$ cat config.mk
export PLATFORM = sky130hd
export DESIGN_NAME = pll_ctrl
export DESIGN_NICKNAME = d
export VERILOG_FILES = /design/src/rtl/pll_ctrl_pkg.sv /design/src/rtl/pll_scan_shift.sv /design/src/rtl/pll_ctrl.sv
export SDC_FILE = /design/constraint.sdc
export NUM_CORES = 1
export LEC_CHECK = 0
export CORE_MARGIN = 2
export CORE_UTILIZATION = 52
export CTS_CLUSTER_SIZE = 25
export DETAILED_ROUTE_END_ITERATION = 10
export PLACE_DENSITY = 0.79
export SLEW_MARGIN = 0
export SYNTH_ARGS = -nofsm -noshare
export SYNTH_HDL_FRONTEND = slang
export SYNTH_SLANG_ARGS = --single-unit
$ cat constraint.sdc
create_clock -name clk -period 1.8 [get_ports clk]
set_input_delay 0.18 -clock clk [delete_from_list [all_inputs] [get_ports clk]]
set_output_delay 0.18 -clock clk [all_outputs]
set_load 0.05 [all_outputs]
$ cat src/rtl/pll_ctrl_pkg.sv
// rtl/pll_ctrl_pkg.sv - shared types and width helpers for the PLL controller
package pll_ctrl_pkg;

    typedef enum logic [1:0] {
        RESET     = 2'd0,
        WAIT_LOCK = 2'd1,
        LOCKED    = 2'd2
    } pll_state_t;

    localparam int DEF_RESET_CYCLES = 16;
    localparam int DEF_LOCK_STABLE  = 8;
    localparam int DEF_LOCK_TIMEOUT = 4096;
    localparam int DEF_SCAN_BITS    = 26;
    localparam int DEF_SCLK_DIV     = 4;

    // Bits needed for a counter running 0..n-1; never narrower than one bit.
    function automatic int cnt_w(input int n);
        return (n < 2) ? 1 : $clog2(n);
    endfunction

endpackage

$ cat src/rtl/pll_scan_shift.sv
// rtl/pll_scan_shift.sv - PLL test scan chain master with SCLK divider
module pll_scan_shift
    import pll_ctrl_pkg::*;
#(
    parameter int SCAN_BITS = DEF_SCAN_BITS,
    parameter int SCLK_DIV  = DEF_SCLK_DIV
) (
    input  logic                 clk,
    input  logic                 rst,
    input  logic                 start,
    input  logic [SCAN_BITS-1:0] wdata,
    output logic [SCAN_BITS-1:0] rdata,
    output logic                 busy,
    output logic                 sclk,
    output logic                 sdi,
    input  logic                 sdo
);

    localparam int DW = cnt_w(SCLK_DIV);
    localparam int BW = cnt_w(SCAN_BITS);
    localparam logic [DW-1:0] DIV_LAST = DW'(SCLK_DIV - 1);
    localparam logic [BW-1:0] BIT_LAST = BW'(SCAN_BITS - 1);

    logic [SCAN_BITS-1:0] tx;
    logic [SCAN_BITS-1:0] rx;
    logic [DW-1:0]        div;
    logic [BW-1:0]        bitn;

    // The MSB of the transmit register is the SDI pin; it only moves on SCLK falls.
    assign sdi = tx[SCAN_BITS-1];

    // Half-period divider: low phase then high phase per bit, SDO captured on the rise.
    always_ff @(posedge clk) begin
        if (rst) begin
            tx    <= '0;
            rx    <= '0;
            rdata <= '0;
            div   <= '0;
            bitn  <= '0;
            busy  <= 1'b0;
            sclk  <= 1'b0;
        end else if (!busy) begin
            if (start) begin
                tx   <= wdata;
                rx   <= '0;
                div  <= '0;
                bitn <= '0;
                busy <= 1'b1;
                sclk <= 1'b0;
            end
        end else if (div != DIV_LAST) begin
            div <= div + 1'b1;
        end else begin
            div <= '0;
            if (!sclk) begin
                sclk <= 1'b1;
                rx   <= {rx[SCAN_BITS-2:0], sdo};
            end else begin
                sclk <= 1'b0;
                if (bitn == BIT_LAST) begin
                    busy  <= 1'b0;
                    rdata <= rx;
                    tx    <= '0;
                end else begin
                    bitn <= bitn + 1'b1;
                    tx   <= {tx[SCAN_BITS-2:0], 1'b0};
                end
            end
        end
    end

endmodule

$ cat src/rtl/pll_ctrl.sv
// rtl/pll_ctrl.sv - PLL reset/bypass/lock supervisor, delay port and scan master
module pll_ctrl
    import pll_ctrl_pkg::*;
#(
    parameter int         RESET_CYCLES = DEF_RESET_CYCLES,
    parameter int         LOCK_STABLE  = DEF_LOCK_STABLE,
    parameter int         LOCK_TIMEOUT = DEF_LOCK_TIMEOUT,
    parameter logic [7:0] DLY_INIT     = 8'h00,
    parameter int         SCAN_BITS    = DEF_SCAN_BITS,
    parameter int         SCLK_DIV     = DEF_SCLK_DIV
) (
    input  logic                 clk,
    input  logic                 rst,
    output logic                 pll_resetb,
    output logic                 pll_bypass,
    output logic [7:0]           pll_dynamicdelay,
    input  logic                 pll_lock,
    output logic                 pll_sclk,
    output logic                 pll_sdi,
    input  logic                 pll_sdo,
    input  logic                 dly_valid,
    input  logic [7:0]           dly_data,
    output logic                 dly_ready,
    input  logic                 scan_start,
    input  logic [SCAN_BITS-1:0] scan_wdata,
    output logic [SCAN_BITS-1:0] scan_rdata,
    output logic                 scan_busy,
    output logic                 locked,
    output logic                 lock_lost,
    output logic                 lock_timeout
);

    localparam int RC_W = cnt_w(RESET_CYCLES);
    localparam int ST_W = cnt_w(LOCK_STABLE);
    localparam int TO_W = cnt_w(LOCK_TIMEOUT);
    localparam logic [RC_W-1:0] RC_LAST = RC_W'(RESET_CYCLES - 1);
    localparam logic [ST_W-1:0] ST_LAST = ST_W'(LOCK_STABLE - 1);
    localparam logic [TO_W-1:0] TO_LAST = TO_W'(LOCK_TIMEOUT - 1);

    pll_state_t      state, next_state;
    logic [RC_W-1:0] rcnt;
    logic [ST_W-1:0] stable;
    logic [TO_W-1:0] tcnt;
    logic            lock_meta, lock_sync;
    logic            timeout_hit, lost_hit, dly_take;
    logic            resetb_d, bypass_d, locked_d;

    // Two-flop synchroniser for the asynchronous PLL LOCK pin.
    always_ff @(posedge clk) begin
        if (rst) begin
            lock_meta <= 1'b0;
            lock_sync <= 1'b0;
        end else begin
            lock_meta <= pll_lock;
            lock_sync <= lock_meta;
        end
    end

    // Next-state: stability beats timeout; lock loss beats a delay handshake.
    always_comb begin
        next_state  = state;
        timeout_hit = 1'b0;
        lost_hit    = 1'b0;
        dly_take    = 1'b0;
        case (state)
            RESET: begin
                if (rcnt == RC_LAST) next_state = WAIT_LOCK;
            end
            WAIT_LOCK: begin
                if (lock_sync && stable == ST_LAST) begin
                    next_state = LOCKED;
                end else if (tcnt == TO_LAST) begin
                    next_state  = RESET;
                    timeout_hit = 1'b1;
                end
            end
            LOCKED: begin
                if (!lock_sync) begin
                    next_state = RESET;
                    lost_hit   = 1'b1;
                end else if (dly_valid && dly_ready) begin
                    next_state = WAIT_LOCK;
                    dly_take   = 1'b1;
                end
            end
            default: next_state = RESET;
        endcase
    end

    // Output decode from the upcoming state so the pins are registered with it.
    always_comb begin
        resetb_d = (next_state != RESET);
        bypass_d = (next_state != LOCKED);
        locked_d = (next_state == LOCKED);
    end

    // State, phase counters and registered PLL-facing outputs.
    always_ff @(posedge clk) begin
        if (rst) begin
            state            <= RESET;
            rcnt             <= '0;
            stable           <= '0;
            tcnt             <= '0;
            pll_resetb       <= 1'b0;
            pll_bypass       <= 1'b1;
            pll_dynamicdelay <= DLY_INIT;
            locked           <= 1'b0;
            dly_ready        <= 1'b0;
            lock_lost        <= 1'b0;
            lock_timeout     <= 1'b0;
        end else begin
            state        <= next_state;
            pll_resetb   <= resetb_d;
            pll_bypass   <= bypass_d;
            locked       <= locked_d;
            dly_ready    <= locked_d;
            lock_lost    <= lost_hit;
            lock_timeout <= timeout_hit;
            if (dly_take) pll_dynamicdelay <= dly_data;
            case (state)
                RESET: rcnt <= (next_state == RESET) ? rcnt + 1'b1 : '0;
                WAIT_LOCK: begin
                    if (next_state != WAIT_LOCK) begin
                        stable <= '0;
                        tcnt   <= '0;
                    end else begin
                        stable <= lock_sync ? stable + 1'b1 : '0;
                        tcnt   <= tcnt + 1'b1;
                    end
                end
                default: ;
            endcase
        end
    end

    pll_scan_shift #(
        .SCAN_BITS (SCAN_BITS),
        .SCLK_DIV  (SCLK_DIV)
    ) u_scan (
        .clk   (clk),
        .rst   (rst),
        .start (scan_start),
        .wdata (scan_wdata),
        .rdata (scan_rdata),
        .busy  (scan_busy),
        .sclk  (pll_sclk),
        .sdi   (pll_sdi),
        .sdo   (pll_sdo)
    );

endmodule

# ---- Yosys cells after proc, flatten, opt, wreduce, memory -nomap -nowiden
# Index checks and enable logic that the tools add are counted.
dict set report word_totals {
  ff_bits 123
  in_bits 40
}
dict set report op_classes {
  n_addsub 5
  n_eq_ne 14
  mux 41
  n_bitwise 3
  n_reduce_logical 13
}
# op n
set ops {}
lappend ops {{2-to-1 mux 26 bit} 9}
lappend ops {{2-to-1 mux 5 bit} 5}
lappend ops {{2-to-1 mux 2 bit} 8}
lappend ops {{2-to-1 mux 1 bit} 14}
lappend ops {{adder 12 x 1 -> 12 bit, second input constant} 1}
lappend ops {{equality test 12 bit, second input constant} 1}
lappend ops {{2-to-1 mux 12 bit} 1}
lappend ops {{inequality test 2 bit, second input constant} 6}
lappend ops {{AND reduction 4 bit} 2}
lappend ops {{2-to-1 mux 3 bit} 2}
lappend ops {{one-hot mux 2 bit (3 select lines)} 1}
lappend ops {{AND reduction 3 bit} 2}
lappend ops {{adder 5 x 1 -> 5 bit, second input constant} 1}
lappend ops {{equality test 5 bit, second input constant} 1}
lappend ops {{adder 4 x 1 -> 4 bit, second input constant} 1}
lappend ops {{equality test 2 bit, second input constant} 2}
lappend ops {{equality test 4 bit, second input constant} 1}
lappend ops {{zero test 2 bit} 2}
lappend ops {{2-to-1 mux 4 bit} 1}
lappend ops {{nonzero test 2 bit} 2}
lappend ops {{adder 3 x 1 -> 3 bit, second input constant} 1}
lappend ops {{equality test 3 bit, second input constant} 1}
lappend ops {{NOT 1 bit} 3}
lappend ops {{OR reduction 3 bit} 1}
lappend ops {{6 further kinds} 7}

# ---- Logic depth before layout (Yosys ltp)
# Gate-level depths: netlist of run 1.
dict set report depth {
  ltp_word 6
  ltp_mapped 8
  depth_no_buf 6
}

# ---- By module
# Synthesis of run 1 repeated with hierarchy kept, for this count alone.
dict set report hier_totals {
  cells_unflattened 556
  hier_area_um2 5280.1
}
# module instances cells_per_inst area_per_inst_um2 seq_area_each_um2
set by_module_without_submodules {}
lappend by_module_without_submodules {pll_scan_shift 1 405 3798.6 1741.7}
lappend by_module_without_submodules {pll_ctrl 1 151 1481.4 720.7}

# ---- Worst setup path after synthesis of run 1
# Ideal clock, no wire load.
dict set report synth_timing {
  path_kind {register to register}
  start {register u_scan.busy}
  end {register u_scan.rx[10]}
  arrival_time_ns 1.639
  required_time_ns 1.683
  slack_ns 0.045
  stages_incl_launch_ff 7
  period_less_slack_ns 1.755
  path_cell_list {dfxtp_1 -> buf_4 -> nand2_1 -> nor2_1 -> nor2_1 -> buf_2 -> a22o_1}
}
dict set report synth_between {
  elab_chain_cells 2
  word_cells_on_any_way 5
  cone_classes {eq/ne (2); mux (1); reduce/logical (2)}
}
# element line_no
set synth_lines {}
lappend synth_lines {{from (decl)} pll_scan_shift.sv:13} ;# output logic busy,
lappend synth_lines {{from (signal assigned)} pll_scan_shift.sv:40} ;# busy <= 1'b0;
lappend synth_lines {{from (signal assigned)} pll_scan_shift.sv:48} ;# busy <= 1'b1;
lappend synth_lines {{from (signal assigned)} pll_scan_shift.sv:61} ;# busy <= 1'b0;
lappend synth_lines {{inequality test 2 bit (no source line) / nonzero test 2 bit (equally long branches)} --}
lappend synth_lines {{AND reduction 3 bit (no source line)} --}
lappend synth_lines {{to (signal assigned)} pll_scan_shift.sv:57} ;# rx <= {rx[SCAN_BITS-2:0], sdo};
lappend synth_lines {{to (decl)} pll_scan_shift.sv:25} ;# logic [SCAN_BITS-1:0] rx;
# Several ways; a longest one is shown, not always the timed one.
# A chain may end at the register's enable or synchronous reset.

# ---- Worst setup path after layout of run 1
dict set report layout_timing {
  start {register stable[0]}
  end {register tcnt[8]}
}
dict set report layout_between {
  elab_chain_cells 6
}
# element line_no
set layout_lines {}
lappend layout_lines {{from (decl)} pll_ctrl.sv:42} ;# logic [ST_W-1:0] stable;
lappend layout_lines {{from (signal assigned)} pll_ctrl.sv:127} ;# stable <= lock_sync ? stable + 1'b1 : '0;
lappend layout_lines {{equality test 3 bit} pll_ctrl.sv:70} ;# if (lock_sync && stable == ST_LAST) begin
lappend layout_lines {{logical AND 1 bit} pll_ctrl.sv:70}
lappend layout_lines {{2-to-1 mux 2 bit} pll_ctrl.sv:70}
lappend layout_lines {{one-hot mux 2 bit (3 select lines)} pll_ctrl.sv:65} ;# case (state)
lappend layout_lines {{inequality test 2 x 1 -> 1 bit} pll_ctrl.sv:123} ;# if (next_state != WAIT_LOCK) begin
lappend layout_lines {{2-to-1 mux 12 bit} pll_ctrl.sv:123}
lappend layout_lines {{to (signal assigned)} pll_ctrl.sv:128} ;# tcnt <= tcnt + 1'b1;
lappend layout_lines {{to (decl)} pll_ctrl.sv:43} ;# logic [TO_W-1:0] tcnt;
# No other way between the ends.

==> results by group, run 1 <==
Timing
  • Max-slew headroom: 0.652
  • Fin crit share: 0.945
  • Worst Max-Slew Pin Slew: 0.525 ns
  • Achievable frequency: 0.588 GHz
  • Setup repair after global routing missed its margin: no
  • Max Clock Skew: 0.0115 ns
  • Time the final worst path needs with I/O delays and setup: 1.70 ns
  • Final setup vio count: 0
  • Max Slew Vio Count: 0
  • Final-report hold violation count: 0
  • Post-route setup TNS: 0 ns

Placement
  • Number of placed instances, taps included: 675
  • Number of port buffers: 82
  • Global placement routability congestion: 0.732
  • HPWL after detailed placement: 6830 um

Synthesis
  • Share of cell area taken by muxes after synthesis: 0.0168
  • Number of synthesized register bits: 123
  • Synth Area in XOR/XNOR: 0.0239
  • List of most frequent post-synthesis cells: 123 x sky130_fd_sc_hd__dfxtp_1, 65 x sky130_fd_sc_hd__nand2_1, 48 x sky130_fd_sc_hd__nor2_1, 40 x sky130_fd_sc_hd__a21oi_1
  • Compound-cell area share of the yosys netlist: 0.189
  • Largest family of logic cells by synthesized area: simple AND/OR/NAND/NOR gates
  • Post-Syn Area per Cell: 9.44 sq um
  • Top flip-flop cell by instance count after synthesis: sky130_fd_sc_hd__dfxtp_1
  • Top area cells in the synthesized netlist: sky130_fd_sc_hd__dfxtp_1 52%, sky130_fd_sc_hd__nand2_1 5.1%, sky130_fd_sc_hd__a22o_1 4.4%
  • Post-Synthesis Net Count: 551
  • Synth warn: 0
  • Async S/R FF share, synth: 0
  • Post-synthesis share of cell area spent on full adders, half adders and majority gates: 0.0184
  • Distinct cells, synth: 48
  • EDFF count, synth: 0
  • Area of the mapped netlist: 0.00476 sq mm
  • Sequential-to-total area share from yosys stat: 0.517
  • Largest area contributor in the netlist: sky130_fd_sc_hd__dfxtp_1
  • Synthesized netlist cell count: 504
  • Synth Area in Simple Gates: 0.191
  • Area share of the largest cell type after synthesis: 0.517
  • Most common cell in the synthesized netlist: sky130_fd_sc_hd__dfxtp_1

Clock network
  • CTS Buf Count: 17
  • Reg clk slew, reported paths: 0.06 ns
  • Clk buf depth: 2
  • Number of sinks handled by clock tree synthesis: 123
  • Clock Latency Late Sink: 0.50 ns
  • Clock tree from TritonCTS: built
  • CTS H-tree depth: 4
  • Cell chosen for the clock root: sky130_fd_sc_hd__clkbuf_8
  • # Post-CTS Setup Buffers: 0

Floorplan
  • Die Area: 0.00993 sq mm
  • Standard-cell row count: 34
  • Num ports: 83
  • Die width: 99.7 um
  • Vertical extent of the die: 99.7 um
  • CORE AREA: 0.00881 sq mm
  • Starting Density: 0.540

Worst hold path
  • Hold path start: rst
  • Worst Hold Path Cells: 3
  • Worst min-delay path class: in -> reg
  • Worst min-delay path endpoint: u_scan.bitn[4]$_SDFFE_PP0P_

Setup path
  • Category of the most critical setup path: reg -> reg
  • Endpoint kind of the worst setup timing path: flop
  • Launching element type of the critical path: flop
  • Maximum fanout count along the critical path: 7
  • Worst r2r path cells: 6
  • Capturing point of the worst reg2reg path: tcnt[8]$_SDFFE_PP0P_
  • WP data required: 2.23 ns
  • Worst reg2reg startpoint: stable[0]$_SDFFE_PP0P_
  • Reg-to-reg slack, setup: 0.1 ns
  • Arrival time at the worst endpoint: 2.13 ns

Pwr
  • Static power due to leakage: 0.00248 uW
  • IR Drop Worst-Case VDD: 610 uV
  • Pwr dens: 1010 mW/mm^2

Routing
  • Number of violations reported at the end of detailed-routing iteration 0: 174
  • 1st-pass router iterations: 5
  • Ratio of routed vias to standard cells: 5.56
  • Via total after detailed routing: 3928
  • DRC: 0
  • Final antenna-violating net count: 0
  • Average routed wire per standard cell: 15.1 um
  • Total wire length: 10700 um

Cells and area
  • Fraction of final layout cells sized beyond drive strength 1: 0.0985
  • Filler-free cell count of the finished design: 707
  • Total Nets Final: 633
  • ANT cells: 0
  • Signed area change from the synthesized netlist to the final layout: 30.2%

Run
  • Number of maximum-capacitance violations: 0

Global routing
  • Sum of overflow across all layers after global routing: 0
  • Number of global-route vias before repair: 3873
  • Pin count of the biggest net entering global routing: 74
  • Initial antenna violation count: 0
  • GRT Resource Usage Total: 0.226
  • Global-route wire length before repair: 18000 um

Outcome
  • Status: complete, no violations
[worst max-delay path, stage by stage, from the launching register on]
cell	delay [ns]
sky130_fd_sc_hd__dfxtp_1	0.32
sky130_fd_sc_hd__ha_1	0.20
sky130_fd_sc_hd__ha_1	0.20
sky130_fd_sc_hd__and2_1	0.24
sky130_fd_sc_hd__nor2_8	0.17
sky130_fd_sc_hd__or3b_1	0.36
sky130_fd_sc_hd__a21oi_1	0.15
[what timing repair did]
action	in CTS	in global routing
hold endpoints to repair	0	0
gates resized for setup	40	1
setup endpoints to repair	40	1
hold buffers	0	0
[cells in the final DEF, fill, tap and decap left out, types with 8 or more instances in the layout]
master and instances:
sky130_fd_sc_hd__dlygate4sd2_1 40, sky130_fd_sc_hd__mux2i_1 8, sky130_fd_sc_hd__a22oi_1 25, sky130_fd_sc_hd__a22o_1 24, sky130_fd_sc_hd__clkbuf_16 16, sky130_fd_sc_hd__nor3_1 9, sky130_fd_sc_hd__xor2_1 12, sky130_fd_sc_hd__nand2_1 65
sky130_fd_sc_hd__clkdlybuf4s50_1 38, sky130_fd_sc_hd__buf_4 15, sky130_fd_sc_hd__nand3_1 11, sky130_fd_sc_hd__dfxtp_1 123, sky130_fd_sc_hd__nor2_1 48, sky130_fd_sc_hd__a211oi_1 25, sky130_fd_sc_hd__a21oi_1 40
[layer usage]
metal	up-vias	global-route usage	routed length, um
li1	1976	-	-
met1	1849	0.284	4810
met2	94	0.369	5260
met3	9	0.0738	515
met4	0	0.0706	96
met5	-	0	0
[registers in the layout, summed over array words and instances, names as in the netlist, 2 cells and up]
| name | cells |
|---|---|
| pll_dynamicdelay | 8 |
| u_scan.rdata | 26 |
| rcnt | 4 |
| u_scan.tx | 26 |
| u_scan.rx | 26 |
| state | 2 |
| u_scan.div | 2 |
| stable | 3 |
| tcnt | 12 |
| u_scan.bitn | 5 |
[layout make-up]
type,instances,area [sq um]
Multi-Input combinational cell,340,2090
Inverter,5,18.8
Sequential cell,123,2460
Fill cell,675,2610
Timing Repair Buffer,99,941
Clock inverter,13,119
Tap cell,108,135
Clock buffer,19,432
[cells by family after synthesis]
kind of cell    after synthesis
mux                           8
flops                       123
simple gates                183
compound gates              129
fa+ha+maj                     7
buf+inv                      41
xor+xnor                     13
[worst max path at each step]
| stage | from | to | slack, ns | cells past startpoint |
|---|---|---|---|---|
| 2_1_floorplan | u_scan.busy$_SDFF_PP0_ | u_scan.rx[10]$_SDFFE_PP0P_ | 0.04 | 6 |
| 3_3_place_gp | scan_start | u_scan.rx[17]$_SDFFE_PP0P_ | 0.12 | 6 |
| 3_5_place_dp | scan_start | u_scan.rx[15]$_SDFFE_PP0P_ | 0.03 | 6 |
| 4_1_cts | lock_timeout$_SDFF_PP0_ | lock_timeout | 0.002 | 1 |
| 5_1_grt | tcnt[2]$_SDFFE_PP0P_ | tcnt[6]$_SDFFE_PP0P_ | 0.0002 | 4 |
| 6_report | stable[0]$_SDFFE_PP0P_ | tcnt[8]$_SDFFE_PP0P_ | 0.1 | 6 |
[through the flow]
| stage | util | worst slack (ns) | total power, uW | area (sq um) | hold WS, ns |
|---|---|---|---|---|---|
| after floorplan | - | 0.0447 | 3090 | 4760 | 0.306 |
| after global routing | 0.704 | 0.000175 | 6510 | 6200 | 0.171 |
| after global placement | 0.647 | 0.122 | 3230 | 5700 | 0.417 |
| after detailed placement | 0.647 | 0.0323 | 3240 | 5700 | 0.440 |
| after CTS | 0.704 | 0.00209 | 6340 | 6200 | 0.151 |
| final | 0.704 | 0.0986 | 6280 | 6200 | 0.171 |
[power breakdown]
group	switching (uW)	internal (uW)	total [uW]
registers	39.7	2780	2820
clock network	1230	1870	3100
logic	183	175	359
total	1450	4830	6280
Power figures use the tool's default switching activity.
==> inputs of run 2 (changes only) <==
--- a/config.mk
+++ b/config.mk
@@ -9,6 +9,7 @@
 export CORE_UTILIZATION = 52
 export CTS_CLUSTER_SIZE = 25
 export DETAILED_ROUTE_END_ITERATION = 10
+export HOLD_SLACK_MARGIN = 0.03
 export PLACE_DENSITY = 0.79
 export SLEW_MARGIN = 0
 export SYNTH_ARGS = -nofsm -noshare
==> results of run 2 <==
No change in the layout: final DEF, timing and power equal those of run 1.
==> inputs of run 3 (changes only) <==
--- a/config.mk
+++ b/config.mk
@@ -9,6 +9,7 @@
 export CORE_UTILIZATION = 52
 export CTS_CLUSTER_SIZE = 25
 export DETAILED_ROUTE_END_ITERATION = 10
+export GPL_ROUTABILITY_DRIVEN = 0
 export HOLD_SLACK_MARGIN = 0.03
 export PLACE_DENSITY = 0.79
 export SLEW_MARGIN = 0
==> results of run 3 <==
No change in the layout: final DEF, timing and power equal those of run 1.
